**src/rtl/rx_byte_fifo_pkg.sv**
```systemverilog
`default_nettype none
// ============================================================================
// Module      : rx_byte_fifo_pkg
// Description : Shared types and constants for the UART receive byte FIFO.
//               - FSM state encoding for the capture controller.
//               - ENTRY_W: FIFO entry width. It is 9 bits {frame_err, byte}
//                 when RX_FIFO_ERR_TAG_EN is defined, and 8 bits otherwise.
// Macro       : RX_FIFO_ERR_TAG_EN (optional frame-error tagging of entries)
// Revision    : 1.0 - initial release
// ============================================================================
package rx_byte_fifo_pkg;

  typedef enum logic [1:0] {
    IDLE     = 2'b00,
    CAPTURE  = 2'b01,
    WAIT_CLR = 2'b10
  } rx_state_e;

`ifdef RX_FIFO_ERR_TAG_EN
  localparam int ENTRY_W = 9;
`else
  localparam int ENTRY_W = 8;
`endif

endpackage : rx_byte_fifo_pkg
`default_nettype wire

```
**src/rtl/rx_byte_fifo_if.sv**
```systemverilog
`default_nettype none
// ============================================================================
// Module      : rx_byte_fifo_if
// Description : Bundle holding the UART-side and host-side signals of
//               rx_byte_fifo.
//               master : environment view. It drives the UART byte and flags,
//                        popData and clearDrop.
//               slave  : FIFO view. It drives ackFlags and the head, status
//                        and drop-count outputs.
// Parameters  : DEPTH_LOG2 (count width - 1), DROP_CNT_WIDTH
// Revision    : 1.0 - initial release
// ============================================================================
interface rx_byte_fifo_if #(
  parameter int DEPTH_LOG2     = 3,
  parameter int DROP_CNT_WIDTH = 8
);

  // UART side
  logic [7:0]                rxData;
  logic                      dataOutReadyFlag;
  logic                      frameErrorFlag;
  logic                      overrunErrorFlag;
  logic                      ackFlags;

  // Host side
  logic                      popData;
  logic [7:0]                dataOut;
  logic                      dataOutErr;
  logic                      empty;
  logic                      full;
  logic [DEPTH_LOG2:0]       count;
  logic [DROP_CNT_WIDTH-1:0] dropCount;
  logic                      clearDrop;

  modport master (
    output rxData, dataOutReadyFlag, frameErrorFlag, overrunErrorFlag,
    output popData, clearDrop,
    input  ackFlags, dataOut, dataOutErr, empty, full, count, dropCount
  );

  modport slave (
    input  rxData, dataOutReadyFlag, frameErrorFlag, overrunErrorFlag,
    input  popData, clearDrop,
    output ackFlags, dataOut, dataOutErr, empty, full, count, dropCount
  );

endinterface : rx_byte_fifo_if
`default_nettype wire

```
**src/rtl/rx_byte_fifo_mem.sv**
```systemverilog
`default_nettype none
// ============================================================================
// Module      : rx_fifo_mem
// Description : Storage array of 2**DEPTH_LOG2 entries of WIDTH bits, with
//               synchronous write and asynchronous (combinational) read.
//               Pointers live in the parent.
// Ports       : clk      - clock
//               wr_en    - write strobe
//               wr_addr  - write pointer
//               wr_data  - write entry
//               rd_addr  - read pointer
//               rd_data  - entry at rd_addr (combinational)
// Revision    : 1.0 - initial release
// ============================================================================
module rx_fifo_mem #(
  parameter int DEPTH_LOG2 = 3,
  parameter int WIDTH      = 8
) (
  input  logic                  clk,
  input  logic                  wr_en,
  input  logic [DEPTH_LOG2-1:0] wr_addr,
  input  logic [WIDTH-1:0]      wr_data,
  input  logic [DEPTH_LOG2-1:0] rd_addr,
  output logic [WIDTH-1:0]      rd_data
);

  localparam int DEPTH = 2**DEPTH_LOG2;

  logic [WIDTH-1:0] mem_q [DEPTH];
  logic [WIDTH-1:0] mem_d [DEPTH];

  always_comb begin
    mem_d = mem_q;
    if (wr_en) begin
      mem_d[wr_addr] = wr_data;
    end
  end

  // The array is not reset. Readers never see stale data, because the parent
  // masks the head while the FIFO is empty.
  always_ff @(posedge clk) begin
    mem_q <= mem_d;
  end

  assign rd_data = mem_q[rd_addr];

endmodule : rx_fifo_mem
`default_nettype wire

```
**src/rtl/rx_byte_fifo.sv**
```systemverilog
`default_nettype none
// ============================================================================
// Module      : rx_byte_fifo
// Description : Receive buffer placed behind the UART. It captures each
//               received character, pulses ackFlags to release the UART
//               register, and pushes the byte into a first-word-fall-through
//               FIFO. Characters lost to overflow, overrun or (untagged)
//               frame error are counted in a saturating dropCount.
// Ports       : clk    - system clock (shared with the UART)
//               nReset - asynchronous active-low reset
//               bus    - rx_byte_fifo_if.slave (UART flags/byte, ackFlags,
//                        popData, dataOut/dataOutErr, empty/full/count,
//                        dropCount, clearDrop)
// Macro       : RX_FIFO_ERR_TAG_EN - store frame-errored characters tagged
//               with their error bit instead of dropping them.
// Revision    : 1.0 - initial release
// ============================================================================
module rx_byte_fifo
  import rx_byte_fifo_pkg::*;
#(
  parameter int DEPTH_LOG2     = 3,
  parameter int DROP_CNT_WIDTH = 8
) (
  input  logic          clk,
  input  logic          nReset,
  rx_byte_fifo_if.slave bus
);

  localparam logic [DEPTH_LOG2:0]   FULL_COUNT = {1'b1, {DEPTH_LOG2{1'b0}}};
  localparam logic [DEPTH_LOG2:0]   CNT_ONE    = {{DEPTH_LOG2{1'b0}}, 1'b1};
  localparam logic [DEPTH_LOG2-1:0] PTR_ONE    = {{(DEPTH_LOG2-1){1'b0}}, 1'b1};

  rx_state_e state_q, state_d;
  logic      capture;

  logic [DEPTH_LOG2-1:0]     wr_ptr_q, wr_ptr_d;
  logic [DEPTH_LOG2-1:0]     rd_ptr_q, rd_ptr_d;
  logic [DEPTH_LOG2:0]       count_q, count_d;
  logic                      empty_q, empty_d;
  logic                      full_q, full_d;
  logic [DROP_CNT_WIDTH-1:0] drop_q, drop_d;

  logic                      push_req;
  logic                      push_ok;
  logic                      pop_ok;
  logic [1:0]                drop_inc;
  logic [DROP_CNT_WIDTH:0]   drop_sum;
  logic [ENTRY_W-1:0]        wr_data;
  logic [ENTRY_W-1:0]        rd_data;

  // ---------------------------------------------------------------- FSM
  always_ff @(posedge clk or negedge nReset) begin
    if (!nReset) begin
      state_q <= IDLE;
    end else begin
      state_q <= state_d;
    end
  end

  always_comb begin
    state_d = state_q;
    case (state_q)
      IDLE: begin
        if (bus.dataOutReadyFlag || bus.frameErrorFlag) begin
          state_d = CAPTURE;
        end
      end
      CAPTURE: begin
        state_d = WAIT_CLR;
      end
      WAIT_CLR: begin
        // Hold off until the UART has actually dropped every flag, so a slow
        // flag clear cannot trigger a second capture of the same character.
        if (!(bus.dataOutReadyFlag || bus.frameErrorFlag || bus.overrunErrorFlag)) begin
          state_d = IDLE;
        end
      end
      default: begin
        state_d = IDLE;
      end
    endcase
  end

  always_comb begin
    capture      = (state_q == CAPTURE);
    bus.ackFlags = capture;
  end

  // ------------------------------------------------- entry format / config
`ifdef RX_FIFO_ERR_TAG_EN
  assign push_req       = capture;
  assign wr_data        = {bus.frameErrorFlag, bus.rxData};
  assign bus.dataOutErr = ~empty_q & rd_data[ENTRY_W-1];
`else
  // Frame-errored characters are acknowledged but never stored. They fall
  // through to the rejected-push path and are counted as lost.
  assign push_req       = capture & ~bus.frameErrorFlag;
  assign wr_data        = bus.rxData;
  assign bus.dataOutErr = 1'b0;
`endif

  // A full FIFO still accepts a push when a pop frees the head in the same cycle.
  assign pop_ok  = bus.popData & ~empty_q;
  assign push_ok = push_req & (~full_q | pop_ok);

  // ----------------------------------------------------- pointers / count
  always_comb begin
    wr_ptr_d = wr_ptr_q;
    rd_ptr_d = rd_ptr_q;
    count_d  = count_q;
    if (push_ok) begin
      wr_ptr_d = wr_ptr_q + PTR_ONE;
    end
    if (pop_ok) begin
      rd_ptr_d = rd_ptr_q + PTR_ONE;
    end
    case ({push_ok, pop_ok})
      2'b10:   count_d = count_q + CNT_ONE;
      2'b01:   count_d = count_q - CNT_ONE;
      default: count_d = count_q;
    endcase
    empty_d = (count_d == '0);
    full_d  = (count_d == FULL_COUNT);
  end

  // ------------------------------------------------------ drop counter
  // One capture can lose the character twice over: the push is rejected and
  // the UART also reported an overrun. Both losses are counted.
  always_comb begin
    drop_inc = {1'b0, capture & ~push_ok} + {1'b0, capture & bus.overrunErrorFlag};
    drop_sum = {1'b0, drop_q} + {{(DROP_CNT_WIDTH-1){1'b0}}, drop_inc};
    if (bus.clearDrop) begin
      drop_d = '0;
    end else if (drop_sum[DROP_CNT_WIDTH]) begin
      drop_d = '1;
    end else begin
      drop_d = drop_sum[DROP_CNT_WIDTH-1:0];
    end
  end

  always_ff @(posedge clk or negedge nReset) begin
    if (!nReset) begin
      wr_ptr_q <= '0;
      rd_ptr_q <= '0;
      count_q  <= '0;
      empty_q  <= 1'b1;
      full_q   <= 1'b0;
      drop_q   <= '0;
    end else begin
      wr_ptr_q <= wr_ptr_d;
      rd_ptr_q <= rd_ptr_d;
      count_q  <= count_d;
      empty_q  <= empty_d;
      full_q   <= full_d;
      drop_q   <= drop_d;
    end
  end

  // ------------------------------------------------------------ storage
  rx_fifo_mem #(
    .DEPTH_LOG2 (DEPTH_LOG2),
    .WIDTH      (ENTRY_W)
  ) u_mem (
    .clk     (clk),
    .wr_en   (push_ok),
    .wr_addr (wr_ptr_q),
    .wr_data (wr_data),
    .rd_addr (rd_ptr_q),
    .rd_data (rd_data)
  );

  // The head is masked while the FIFO is empty, so dataOut reads 0 after reset.
  assign bus.dataOut   = empty_q ? 8'h00 : rd_data[7:0];
  assign bus.empty     = empty_q;
  assign bus.full      = full_q;
  assign bus.count     = count_q;
  assign bus.dropCount = drop_q;

endmodule : rx_byte_fifo
`default_nettype wire

```
**src/flat_wrapper.sv**
```systemverilog
// flat-port wrapper written by rule: the top's interface ports become plain ports
module rx_byte_fifo_flat import rx_byte_fifo_pkg::*;
#(
  parameter int DEPTH_LOG2     = 3,
  parameter int DROP_CNT_WIDTH = 8
)
  (clk, nReset, bus_rxData, bus_dataOutReadyFlag, bus_frameErrorFlag, bus_overrunErrorFlag, bus_popData, bus_clearDrop, bus_ackFlags, bus_dataOut, bus_dataOutErr, bus_empty, bus_full, bus_count, bus_dropCount);
  rx_byte_fifo_if #(.DEPTH_LOG2(DEPTH_LOG2), .DROP_CNT_WIDTH(DROP_CNT_WIDTH)) bus_i ();
  input  logic clk;
  input  logic nReset;
  input wire logic [$bits(bus_i.rxData)-1:0] bus_rxData;
  input wire logic [$bits(bus_i.dataOutReadyFlag)-1:0] bus_dataOutReadyFlag;
  input wire logic [$bits(bus_i.frameErrorFlag)-1:0] bus_frameErrorFlag;
  input wire logic [$bits(bus_i.overrunErrorFlag)-1:0] bus_overrunErrorFlag;
  input wire logic [$bits(bus_i.popData)-1:0] bus_popData;
  input wire logic [$bits(bus_i.clearDrop)-1:0] bus_clearDrop;
  output wire logic [$bits(bus_i.ackFlags)-1:0] bus_ackFlags;
  output wire logic [$bits(bus_i.dataOut)-1:0] bus_dataOut;
  output wire logic [$bits(bus_i.dataOutErr)-1:0] bus_dataOutErr;
  output wire logic [$bits(bus_i.empty)-1:0] bus_empty;
  output wire logic [$bits(bus_i.full)-1:0] bus_full;
  output wire logic [$bits(bus_i.count)-1:0] bus_count;
  output wire logic [$bits(bus_i.dropCount)-1:0] bus_dropCount;
  assign bus_i.rxData = bus_rxData;
  assign bus_i.dataOutReadyFlag = bus_dataOutReadyFlag;
  assign bus_i.frameErrorFlag = bus_frameErrorFlag;
  assign bus_i.overrunErrorFlag = bus_overrunErrorFlag;
  assign bus_i.popData = bus_popData;
  assign bus_i.clearDrop = bus_clearDrop;
  assign bus_ackFlags = bus_i.ackFlags;
  assign bus_dataOut = bus_i.dataOut;
  assign bus_dataOutErr = bus_i.dataOutErr;
  assign bus_empty = bus_i.empty;
  assign bus_full = bus_i.full;
  assign bus_count = bus_i.count;
  assign bus_dropCount = bus_i.dropCount;
  rx_byte_fifo #(.DEPTH_LOG2(DEPTH_LOG2), .DROP_CNT_WIDTH(DROP_CNT_WIDTH)) u_core (.clk(clk), .nReset(nReset), .bus(bus_i));
endmodule
```
**config.mk**
```make
export PLATFORM = sky130hd
export DESIGN_NAME = rx_byte_fifo_flat
export DESIGN_NICKNAME = d
export VERILOG_FILES = /design/src/rtl/rx_byte_fifo_pkg.sv /design/src/rtl/rx_byte_fifo_if.sv /design/src/rtl/rx_byte_fifo_mem.sv /design/src/rtl/rx_byte_fifo.sv /design/src/flat_wrapper.sv
export SDC_FILE = /design/constraint.sdc
export NUM_CORES = 1
export LEC_CHECK = 0
export CORE_MARGIN = 10
export CORE_UTILIZATION = 60
export DETAILED_ROUTE_END_ITERATION = 8
export GPL_ROUTABILITY_DRIVEN = 0
export PLACE_DENSITY = 0.85
export SLEW_MARGIN = 20
export SYNTH_ARGS = -nofsm -noshare
export SYNTH_HDL_FRONTEND = slang
export SYNTH_SLANG_ARGS = --single-unit
```
**constraint.sdc**
```tcl
create_clock -name clk -period 4.71 [get_ports clk]
set_clock_uncertainty 0.2 [all_clocks]
set_input_delay 1.413 -clock clk [delete_from_list [all_inputs] [get_ports clk]]
set_output_delay 1.413 -clock clk [all_outputs]
set_load 0.01 [all_outputs]
```
==> results.toml <==
[run_status]
outcome = "finished clean"

[floorplanning]
die_y_extent_um = 98.7
fp.dieArea_um2 = 9750
floorplan.io_pins = 39
die_w_um = 98.7
num_rows = 28
initial_utilization = 0.624
floorplan.core_area_um2 = 5960

[worst_setup_path]
critPathRequiredTime_ps = 3100
worst-r2r-setup-slack_ps = 1790
cp_max_fo = 10
cp_data_arrival_time_ps = 2560
worst_r2r_path_depth = 9
kind_of_critical_path = "flip-flop to output pin"
critical_path.reg2reg.endpoint = "u_core.bus.dropCount[2]"
startpoint_type = "flip-flop"
critical_path.endpoint_type = "output pin"
r2r-start = "u_core.bus.empty"

[finish]
layout.filler_cells = 366
syn2layout_area_growth_pct = 16.7
drive_gt1_frac = 0.149
ff_latch_area_um2 = 2470
stdcell_count = 343
final_antenna_diode_count = 0
area_of_the_multi_input_gates_um2 = 1130
fin_nets = 284

[global_route]
first_global_vias = 2115
grt_pass1_wl_mm = 11.3
track_usage = 0.152
grt_max_degree = 23
globalRouteOverflowTotal = 0
antenna_found_initial = 0

[clock_tree]
clk_root_buffer_cell = "clkbuf_8"
cts_resized = 0
cts-hold-fix-buffers = 0
cts.sinks = 86
cts_tree = "done"
cts.clk_slew.worst_paths_ps = 90
cts_htree_levels = 3
number_of_clock_buffers_inserted_by_tritoncts = 9
worst_skew_pair.late_latency_ps = 340
post_cts_buffers = 0
cts.path.max_buffers = 2

[routing]
detailedRoute.firstIterationViolations = 139
first_pass_drt_iterations = 4
ant_nets = 0
wire_per_inst_um = 20.8
num_vias = 2015
drcViolationCount = 0
routed_wirelength_mm = 7.14
vias_per_cell = 5.87

[placed_design]
placed_cells_incl_taps = 327
place.detailed.hpwl_mm = 4.85
pre_cts_ws_ps = 484
io_buffer_count = 37

[sta]
final.hold.worst_slack_ps = 284
fmax_mhz = 240
rsz_0062_raised_after_global_routing = "no"
slew_headroom = 0.389
tightestPinTransition_ps = 912
worst_slack_ps = 535
finalSetupViolations = 0
timing.setup.tns_ps = 0
timing.final.max_slew_violations = 0
layout_min_cycle_time_ps = 4180
min_period_over_period = 0.886
hold_violations = 0

[power_and_ir_drop]
pwr_density_cell_nw_per_um2 = 566
leakage_nw = 1.59
worst_ir_drop_vdd_v = 0.000302

[synthesis]
synth_top_flop_cell = "edfxtp_1"
ys_seq_area_frac = 0.665
yosys.cell_count.top_type = "edfxtp_1"
mappedNetlistArea_um2 = 3720
commonest_cells_in_the_synthesized_netlist = "edfxtp_1 (64), dfrtp_1 (21), nor2_1 (20), mux4_1 (12), a21oi_1 (9)"
syn_nets = 238
yosys-top-cells-area = "edfxtp_1 (52%), dfrtp_1 (14%), mux4_1 (8.5%)"
synth.lib_cells_used.distinct = 48
ys_seq_elements = 86
synth_enable_flop_cells = 64
synth.avg_cell_area_um2 = 17.1
ys_async_sr_fraction = 0.256
fraction_of_synthesized_cell_area_taken_by_the_top_area_cell_type = 0.517
synthesis.instances = 217
most_area_hungry_cell_type_in_the_yosys_netlist = "edfxtp_1"
yosys_warnings = 0

[hold_path]
hold_path_class = "flip-flop to flip-flop"
worst_hold_startpoint = "u_core.state_q[1]"
hold_depth = 1
holdPathEnd = "u_core.state_q[0]"

[job]
max_cap_violations = 0
layout make-up:
class                      count  area share
timing repair buffer          45      0.0980
inverter                       4     0.00346
tap                           75      0.0216
clock inverter                 7      0.0170
clock buffer                   9      0.0285
multi-input combinational    117       0.261
sequential                    86       0.570
state kept, by name (all words and copies together), names as in the netlist:
register,count
u_core.u_mem.mem_q,64
u_core.bus.dropCount,8
u_core.state_q,2
u_core.bus.empty,1
u_core.bus.full,1
u_core.bus.count,4
u_core.wr_ptr_q,3
u_core.rd_ptr_q,3
cell families (layout without fill, tap and decap cells):
kind of cell               count (synthesis)  in the layout  synth area share
muxes                                     26             26             0.138
AOI/OAI and AO/OA                         17             17            0.0306
and+or+nand+nor                           55             55            0.0811
other                                      1              1           0.00101
DFF                                       86             86             0.665
xor gates and xnor gates                  12             12            0.0323
buffers and inverters                     14             65            0.0299
adders and majority gates                  6              6            0.0222
placed cells by master, fill, tap and decap left out, drive strengths merged, types with 2 or more instances in the layout:
cell,count
nor2,20
clkinvlp,2
xor2,5
a211oi,2
buf,9
nand2,9
clkbuf,9
mux2,2
o21ai,2
mux4,16
clkdlybuf4s50,36
ha,5
or2,2
nand2b,7
inv,5
nor3,7
a31oi,2
xnor2,6
mux2i,8
a21oi,9
dfrtp,21
edfxtp,64
and3b,2
clkinv,3
and3,2
how the worst max path moves through the flow:
| stage | start | end | slack [ps] | depth (start not counted) |
|---|---|---|---|---|
| 3_5_place_dp | bus_popData | u_core.bus.full | 480 | 11 |
| 2_1_floorplan | bus_popData | u_core.bus.full | 1040 | 10 |
| 4_1_cts | u_core.rd_ptr_q[0] | bus_dataOut[0] | 490 | 5 |
| 3_3_place_gp | bus_popData | u_core.bus.full | 640 | 11 |
| 6_report | u_core.rd_ptr_q[0] | bus_dataOut[7] | 530 | 5 |
| 5_1_grt | u_core.rd_ptr_q[0] | bus_dataOut[0] | 390 | 5 |
critical path, cell delays in order, from the launching register on:
cell and delay, ps:
dfrtp_1 610, buf_4 310, mux4_1 590, mux2i_1 160, nor2_1 60, clkdlybuf4s50_1 490
stage by stage:
| stage | util | cell area (µm²) | total power, mW |
|---|---|---|---|
| 2_1_floorplan | - | 3720 | 1.66 |
| 3_3_place_gp | 0.696 | 4150 | 1.93 |
| 3_5_place_dp | 0.696 | 4150 | 1.98 |
| 4_1_cts | 0.729 | 4340 | 2.48 |
| 5_1_grt | 0.729 | 4340 | 2.59 |
| 6_report | 0.729 | 4340 | 2.46 |
per-layer routing:
layer	global-route usage	up-vias	routed length, µm
met3	0.0300	8	362
li1	-	917	-
met1	0.180	1031	2810
met5	0	-	0
met4	0.0717	0	97
met2	0.262	59	3870
report_power, final:
group	internal (mW)	switching (mW)	total (mW)
Sequential	0.916	0.166	1.08
Clock	0.247	0.261	0.508
Combinational	0.513	0.354	0.867
Total	1.68	0.781	2.46
No activity file was read; power rests on OpenSTA's default activity.
